### src/rtl/seq_pkg.sv
// seq_pkg: shared FSM state encoding and default sizing for the
// scheduled sequence detector.
package seq_pkg;
    typedef enum logic [1:0] {IDLE, SHIFT, RESP} state_t;
    localparam int DEF_NREQ    = 4;
    localparam int DEF_WORD_W  = 8;
    localparam int DEF_PAT_LEN = 4;
    localparam int DEF_CNT_W   = 4;
endpackage

### src/rtl/seq_match_core.sv
// seq_match_core: serial pattern matcher with overlap control and a
// saturating match counter.
module seq_match_core
    import seq_pkg::*;
#(
    parameter int PAT_LEN = DEF_PAT_LEN,
    parameter int CNT_W   = DEF_CNT_W
) (
    input  logic               clk,
    input  logic               reset,
    input  logic               clr,
    input  logic               bit_in,
    input  logic               bit_en,
    input  logic [PAT_LEN-1:0] pattern,
    input  logic               overlap,
    output logic               match,
    output logic [CNT_W-1:0]   count
);
    localparam int F_W = $clog2(PAT_LEN + 1);

    logic [PAT_LEN-1:0] r_hist;
    logic [PAT_LEN-1:0] w_hist;
    logic [F_W-1:0]     r_fill;
    logic [F_W-1:0]     w_fill;
    logic               w_drop;

    // the decision looks at history including the bit arriving this cycle
    assign w_hist = {r_hist[PAT_LEN-2:0], bit_in};
    assign w_fill = (r_fill == F_W'(PAT_LEN)) ? r_fill : r_fill + 1'b1;
    assign match  = bit_en && (w_fill == F_W'(PAT_LEN)) && (w_hist == pattern);
    assign w_drop = match && !overlap;

    always_ff @(posedge clk or posedge reset) begin
        if (reset) begin
            r_hist <= '0;
            r_fill <= '0;
            count  <= '0;
        end else if (clr) begin
            r_hist <= '0;
            r_fill <= '0;
            count  <= '0;
        end else if (bit_en) begin
            r_hist <= w_drop ? '0 : w_hist;
            r_fill <= w_drop ? '0 : w_fill;
            count  <= (match && count != '1) ? count + 1'b1 : count;
        end
    end
endmodule

### src/rtl/seq_detect_sched.sv
// seq_detect_sched: round-robin scheduler that streams each granted word
// MSB first through a shared matcher and returns its match count.
module seq_detect_sched
    import seq_pkg::*;
#(
    parameter int NREQ    = DEF_NREQ,
    parameter int WORD_W  = DEF_WORD_W,
    parameter int PAT_LEN = DEF_PAT_LEN,
    parameter int CNT_W   = DEF_CNT_W
) (
    input  logic                     clk,
    input  logic                     reset,
    input  logic [NREQ-1:0]          req_valid,
    input  logic [NREQ*WORD_W-1:0]   req_data,
    output logic [NREQ-1:0]          req_ready,
    input  logic [PAT_LEN-1:0]       cfg_pattern,
    input  logic                     cfg_overlap,
    output logic                     rsp_valid,
    input  logic                     rsp_ready,
    output logic [$clog2(NREQ)-1:0]  rsp_id,
    output logic [CNT_W-1:0]         rsp_count,
    output logic                     busy
);
    localparam int ID_W = $clog2(NREQ);
    localparam int BC_W = $clog2(WORD_W);

    state_t             r_state;
    state_t             w_next;
    logic [ID_W-1:0]    r_ptr;
    logic [ID_W-1:0]    r_id;
    logic [ID_W-1:0]    w_sel;
    logic [ID_W-1:0]    w_idx;
    logic [WORD_W-1:0]  r_data;
    logic [PAT_LEN-1:0] r_pat;
    logic               r_ovl;
    logic [BC_W-1:0]    r_bitcnt;
    logic               w_grant;
    logic               w_last;
    logic               w_unused_match;

    // scan from the highest offset down so the nearest requester after r_ptr wins
    always_comb begin
        w_sel = r_ptr;
        w_idx = r_ptr;
        for (int k = NREQ - 1; k >= 0; k--) begin
            w_idx = ID_W'((int'(r_ptr) + k) % NREQ);
            if (req_valid[w_idx]) w_sel = w_idx;
        end
    end

    assign w_grant = (r_state == IDLE) && (|req_valid);
    assign w_last  = r_bitcnt == BC_W'(WORD_W - 1);

    always_ff @(posedge clk or posedge reset) begin
        if (reset) r_state <= IDLE;
        else       r_state <= w_next;
    end

    always_comb begin
        w_next    = r_state;
        req_ready = '0;
        case (r_state)
            IDLE: if (w_grant) begin
                req_ready[w_sel] = !reset;
                w_next           = SHIFT;
            end
            SHIFT:   w_next = w_last ? RESP : SHIFT;
            RESP:    w_next = rsp_ready ? IDLE : RESP;
            default: w_next = IDLE;
        endcase
    end

    always_ff @(posedge clk or posedge reset) begin
        if (reset) begin
            r_ptr    <= '0;
            r_id     <= '0;
            r_data   <= '0;
            r_pat    <= '0;
            r_ovl    <= 1'b0;
            r_bitcnt <= '0;
        end else if (w_grant) begin
            r_ptr    <= (w_sel == ID_W'(NREQ - 1)) ? '0 : w_sel + 1'b1;
            r_id     <= w_sel;
            r_data   <= req_data[w_sel*WORD_W +: WORD_W];
            r_pat    <= cfg_pattern;
            r_ovl    <= cfg_overlap;
            r_bitcnt <= '0;
        end else if (r_state == SHIFT) begin
            r_data   <= r_data << 1;
            r_bitcnt <= r_bitcnt + 1'b1;
        end
    end

    seq_match_core #(.PAT_LEN(PAT_LEN), .CNT_W(CNT_W)) u_core (
        .clk     (clk),
        .reset   (reset),
        .clr     (w_grant),
        .bit_in  (r_data[WORD_W-1]),
        .bit_en  (r_state == SHIFT),
        .pattern (r_pat),
        .overlap (r_ovl),
        .match   (w_unused_match),
        .count   (rsp_count)
    );

    assign rsp_valid = r_state == RESP;
    assign rsp_id    = r_id;
    assign busy      = r_state != IDLE;
endmodule
### config.mk
export PLATFORM = sky130hd
export DESIGN_NAME = seq_detect_sched
export DESIGN_NICKNAME = d
export VERILOG_FILES = /design/src/rtl/seq_pkg.sv /design/src/rtl/seq_match_core.sv /design/src/rtl/seq_detect_sched.sv
export SDC_FILE = /design/constraint.sdc
export NUM_CORES = 1
export LEC_CHECK = 0
export CAP_MARGIN = 5
export CORE_ASPECT_RATIO = 0.6
export CORE_MARGIN = 5
export CORE_UTILIZATION = 45
export CTS_CLUSTER_DIAMETER = 60
export DETAILED_ROUTE_END_ITERATION = 10
export DONT_BUFFER_PORTS = 1
export GPL_TIMING_DRIVEN = 0
export PLACE_DENSITY = 0.64
export SETUP_SLACK_MARGIN = 0.1
export SKIP_LAST_GASP = 1
export SYNTH_ARGS = -nofsm -noshare
export SYNTH_HDL_FRONTEND = slang
export SYNTH_SLANG_ARGS = --single-unit
### constraint.sdc
create_clock -name clk -period 2.79 [get_ports clk]
set_input_delay 0.6975 -clock clk [delete_from_list [all_inputs] [get_ports clk]]
set_output_delay 0.6975 -clock clk [all_outputs]
set_load 0.03 [all_outputs]
==> results of run 1 <==
## logic make-up after synthesis
kind of cell,synth area share [%]
DFF,43.2
adders and majority gates,4.05
AOI/OAI and AO/OA,18.2
and+or+nand+nor,21.0
buffers and inverters,3.11
muxes,8.10
xor gates and xnor gates,2.36
## per-stage QoR
stage	util (%)	setup slack (ns)	instances
floorplan	-	0.0823	196
global placement	49.7	-0.137	246
detailed placement	49.7	-0.154	246
CTS	53.2	0.0368	258
global route	54.6	0.0280	262
finish	54.6	0.128	262
## layout by cell type, fill, tap and decap left out, types with 2 or more instances in the layout
cell	count
inv_1	3
buf_4	12
clkbuf_1	5
a22o_1	4
a21o_1	2
nor2b_1	4
nor2_1	10
and3_1	2
dfrtp_1	31
mux2i_1	15
a221oi_1	6
xnor2_1	5
nand3_1	2
a211oi_1	3
nand2_1	34
nand2b_1	3
a2111oi_0	2
nand4_1	2
nor4_4	2
ha_1	5
clkbuf_8	6
a21oi_1	4
o21ai_0	11
or3_1	7
## layout make-up
| cell class | count | share of cell area [%] |
|---|---|---|
| multi-input combinational | 150 | 49.5 |
| buffer | 8 | 2.67 |
| inverter | 5 | 1.36 |
| clock buffer | 8 | 4.09 |
| sequential | 32 | 36.4 |
| tap | 50 | 2.84 |
| timing repair buffer | 9 | 3.07 |
## power by group
part	switching (uW)	internal, uW	total [uW]
Combinational	708	567	1280
Sequential	197	675	872
Clock	167	201	368
## final timing paths
kind,startpoint,end,cells past startpoint
max in group asynchronous,reset,r_ptr[0]$_DFFE_PP0P_,1
worst max-delay path,req_valid[1],req_ready[0],6
worst max register to register,u_core.r_fill[0]$_DFFE_PP0P_,u_core.count[3]$_DFFE_PP0P_,7
worst min-delay path,reset,rsp_id[0]$_DFFE_PP0P_,1
worst min register to register,r_ovl$_DFFE_PP0P_,r_ovl$_DFFE_PP0P_,2
min in group clk,r_ovl$_DFFE_PP0P_,r_ovl$_DFFE_PP0P_,2
## worst reg2reg max path: stages, from the launching register on
cell	delay (ns)
dfrtp_1	0.38
inv_1	0.09
ha_1	0.23
or3b_1	0.35
a211o_1	0.31
a2111oi_4	0.46
nand4_1	0.19
mux2i_1	0.15
## registers in the layout, summed over array words and instances (netlist names)
register       flops
r_ovl              1
r_data             8
u_core.r_fill      3
r_bitcnt           3
r_pat              4
r_ptr              2
u_core.r_hist      3
r_state            2
u_core.count       4
rsp_id             2
## what timing repair did
| item | CTS | global route |
|---|---|---|
| pin swaps | 2 | 6 |
| setup buffers | 4 | 5 |
| setup endpoints to repair | 4 | 4 |
| gates resized for setup | 9 | 13 |
## metal layers
layer  track usage, %  up-vias  part of all wire [%]
met5                0        -                     0
met2             29.3       63                    44
met1             25.2      740                    46
li1                 -      739                     -
met4             9.19        0                   3.5
met3             4.78       18                   6.9
==> flow_summary.yaml, run 1 <==
pwr:
  finalPower_uw: 2520
  irDropWorstVdd_mv: 0.493
  leakage_uw: 0.000976
  power_density_nw_per_um2: 1140
worst_setup_path:
  critPathRequiredTime_ns: 2.09
  cp-end-kind: "output pin"
  critPathSlowestCell: "nor4_4"
  critPathLaunchType: "input pin"
  crit_fanout: 8
  worstPathArrival_ns: 1.96
  reg2reg_slack_ns: 0.51
  cp_slowest_stage_delay_ns: 0.50
  critPathKind: "in -> out"
  critPathTopFamily: "simple AND/OR/NAND/NOR gates"
  crit_buf_inv: 2
  path_cells: "nor2_2 -> a21boi_2 -> nor3_2 -> buf_4 -> buf_12 -> nor4_4"
final_layout:
  drive_above_1_share_pct: 18.4
  insertedDiodeCount: 0
  multi_input_area_sq_um: 1090
  finish.net_count: 261
  num-fill-cells: 347
  final_cell_area_sq_um: 2200
  seqCellArea_sq_um: 802
  areaGrowthSynthToFinish_pct: 18.8
die:
  rows: 18
  pin_count: 56
  fp.dieArea_sq_um: 5540
  floorplan.initialDensity_pct: 46.0
  die_y_um: 59.7
  core_area_sq_um: 4030
  die_x_um: 92.8
logic_synthesis:
  synth.most_common_cell: "nand2_1"
  synth_ff_type: "dfrtp_1"
  yosys-top-cells-area: "dfrtp_1, mux2i_1, nand2_1"
  synth_commonest_cells: "nand2_1, dfrtp_1, mux2i_1"
  yosys_warnings: 0
  ys_ff_latch: 32
  syn_avg_cell_area_sq_um: 9.45
  netlist_area_sq_um: 1850
  yosysUniqueCellTypes: 42
  synthCells: 196
  netlist.area_leader.share_pct: 43.2
  seq_area_frac_synth_pct: 43.2
  yosys.area.top_type: "dfrtp_1"
  synth_edf_count: 0
  postSynth.asyncResetShare_pct: 100
  syn-num-nets: 246
global_route:
  grt_use_total_pct: 18.9
  grt_pass1_vias: 1638
  antenna_found_initial: 0
  grt_max_degree: 34
  overflow: 0
  grt_pass1_wl_um: 8090
placement:
  gp_congestion: 0.798
  placed_area_sq_um: 2000
  numPortBuffers: 0
  hpwlAfterDp_um: 3410
sta:
  min_period_ns: 2.66
  rsz0062_at_grt: "true"
  fmax_mhz: 376
  tns_ns: 0
  holdWs_ns: 0.392
  worstMarginPinSlew_ns: 0.720
  finalSetupViolCount: 0
  clock_skew_ns: 0.00480
  hold_viol_final: 0
  drv_slew: 0
  period_share_pct: 95.4
  slew-limit-headroom_pct: 51.9
route:
  vias: 1560
  ant_nets: 0
  drt_wl_total_um: 4890
  first_pass_iters: 4
  drc: 0
  drt_iter0_markers: 53
  via_per_inst: 5.95
  post_drt_wl_per_cell_um: 18.6
clock_network:
  root_buffer: "clkbuf_8"
  cts_sinks: 32
  cts_tree: "yes"
  clk_path_buf_depth: 2
  clk_transition_reported_paths_ns: 0.06
  h-tree-depth: 2
  cts_hold_buffers: 0
  clock_latency_ns: 0.28
  cts_buffers: 5
job:
  maxCapViolCount: 0
run_status:
  status: "completed"
worst_hold_path:
  hp-class: "in -> async"
No activity file was read; power rests on OpenSTA's default activity.
==> run 2, diff against run 1 <==
- SKIP_CTS_REPAIR_TIMING: default -> 1
==> run 2 against run 1 <==
Effect of this change:
- sequential share of layout area shrank 1.1 points
- sequential cell count is the same
- final area grew 3.2%
- via count grew 1.5%
- first-iteration DRC count shrank 7.5%
- register-to-register slack is essentially flat
- clock skew shrank 0.00052 ns
- sequential power is essentially flat
- die area is the same
- critical path type unchanged
- highest routed layer unchanged
==> flow_summary.yaml, run 2 (synthesis gave the netlist of run 1 again) <==
route:
  drc: 0
  via_per_inst: 5.88
  ant_nets: 0
  drt_wl_total_um: 4790
  post_drt_wl_per_cell_um: 17.8
  drt_iter0_markers: 49
  first_pass_iters: 4
  vias: 1583
worst_setup_path:
  cp-endpoint: "req_ready[1]"
  regToRegStartpoint: "u_core.r_fill[0]$_DFFE_PP0P_"
  reg2reg_depth: 7
  r2r-end: "u_core.count[3]$_DFFE_PP0P_"
  critPathRequiredTime_ns: 2.09
  crit_start: "req_valid[0]"
  crit_fanout: 8
  worstPathArrival_ns: 2.08
  critPathLaunchType: "input pin"
  reg2reg_slack_ns: 0.51
  cp-end-kind: "output pin"
  critPathKind: "in -> out"
clock_network:
  clock_latency_ns: 0.28
  cts_tree: "yes"
  cts_buffers: 5
  clk_path_buf_depth: 2
  root_buffer: "clkbuf_8"
  clk_transition_reported_paths_ns: 0.06
  cts_sinks: 32
  h-tree-depth: 2
pwr:
  irDropWorstVdd_mv: 0.540
  leakage_uw: 0.00102
  power_density_nw_per_um2: 1130
worst_hold_path:
  hp-class: "in -> async"
final_layout:
  final_common_cell: "nand2_1"
  drive_above_1_share_pct: 21.0
  areaGrowthSynthToFinish_pct: 22.6
  largest-register: "r_data"
  fin_cells: 269
  num-fill-cells: 330
  reg.largest.list: "r_data: 8 flops, r_pat: 4 flops, u_core.count: 4 flops"
  largest_reg_flops: 8
  finish.net_count: 268
  final_cell_mix: "nand2_1, dfrtp_1, buf_4"
  final_cell_area_sq_um: 2270
  fin_util_pct: 56.3
  insertedDiodeCount: 0
die:
  rows: 18
  die_y_um: 59.7
  core_area_sq_um: 4030
  floorplan.initialDensity_pct: 46.0
  pin_count: 56
  die_x_um: 92.8
  fp.dieArea_sq_um: 5540
global_route:
  antenna_found_initial: 0
  grt_pass1_wl_um: 7790
  grt_pass1_vias: 1573
  grt_max_degree: 34
  overflow: 0
  grt_use_total_pct: 18.1
sta:
  tns_ns: 0
  worstMarginPinSlew_ns: 0.733
  finalSetupViolCount: 0
  rsz0062_at_grt: "true"
  drv_slew: 0
  slew-limit-headroom_pct: 51.1
  min_period_ns: 2.78
  hold_viol_final: 0
  period_share_pct: 99.6
  fmax_mhz: 360
  clock_skew_ns: 0.00429
  holdWs_ns: 0.216
placement:
  hpwlAfterDp_um: 3410
  placed_area_sq_um: 2000
  place_inst: 246
  numPortBuffers: 0
  gp_congestion: 0.798
job:
  maxCapViolCount: 0
run_status:
  status: "completed"
run 2: layer usage:
layer / vias up / global-route usage, % / part of all wire (%)
met5: - / 0 / 0
met4: 0 / 6.68 / 2.0
met3: 10 / 4.91 / 5.6
met2: 41 / 28.5 / 45
met1: 775 / 24.4 / 47
li1: 757 / - / -
run 2: worst min-delay path by stage:
stage / startpoint / end / slack, ns / cells after the start
after floorplan: r_ovl$_DFFE_PP0P_ / r_ovl$_DFFE_PP0P_ / 0.45 / 2
after global placement: r_ovl$_DFFE_PP0P_ / r_ovl$_DFFE_PP0P_ / 0.47 / 2
after detailed placement: r_ovl$_DFFE_PP0P_ / r_ovl$_DFFE_PP0P_ / 0.47 / 2
after CTS: r_ovl$_DFFE_PP0P_ / r_ovl$_DFFE_PP0P_ / 0.49 / 2
after global routing: reset / rsp_id[1]$_DFFE_PP0P_ / 0.22 / 1
final: reset / rsp_id[1]$_DFFE_PP0P_ / 0.22 / 1
run 2: final cells by class:
type / count / area [sq um] / area share, %
multi-input cells: 150 / 1090 / 48.0
flip-flops and latches: 32 / 802 / 35.3
repair buffers: 15 / 125 / 5.51
clock buffers: 8 / 90.1 / 3.97
plain buffers: 9 / 73.8 / 3.25
well taps: 50 / 62.6 / 2.75
inverters: 5 / 26.3 / 1.16
run 2: power breakdown:
part | switching, uW | internal [uW]
registers | 200 | 675
logic | 707 | 618
clock network | 166 | 201
total | 1070 | 1490
run 2: per-stage QoR:
step / worst slack, ns / power (uW)
after floorplan: 0.0823 / 1750
after global placement: -0.137 / 1950
after detailed placement: -0.154 / 2000
after CTS: -0.358 / 2380
after global routing: -0.0526 / 2780
final: 0.0123 / 2570
run 2: critical path, stage by stage:
cell and delay (ns):
nor2b_4 0.11, o21ba_2 0.24, nor3_2 0.22, buf_4 0.20
buf_12 0.15, nand2_1 0.09, nor3_4 0.37
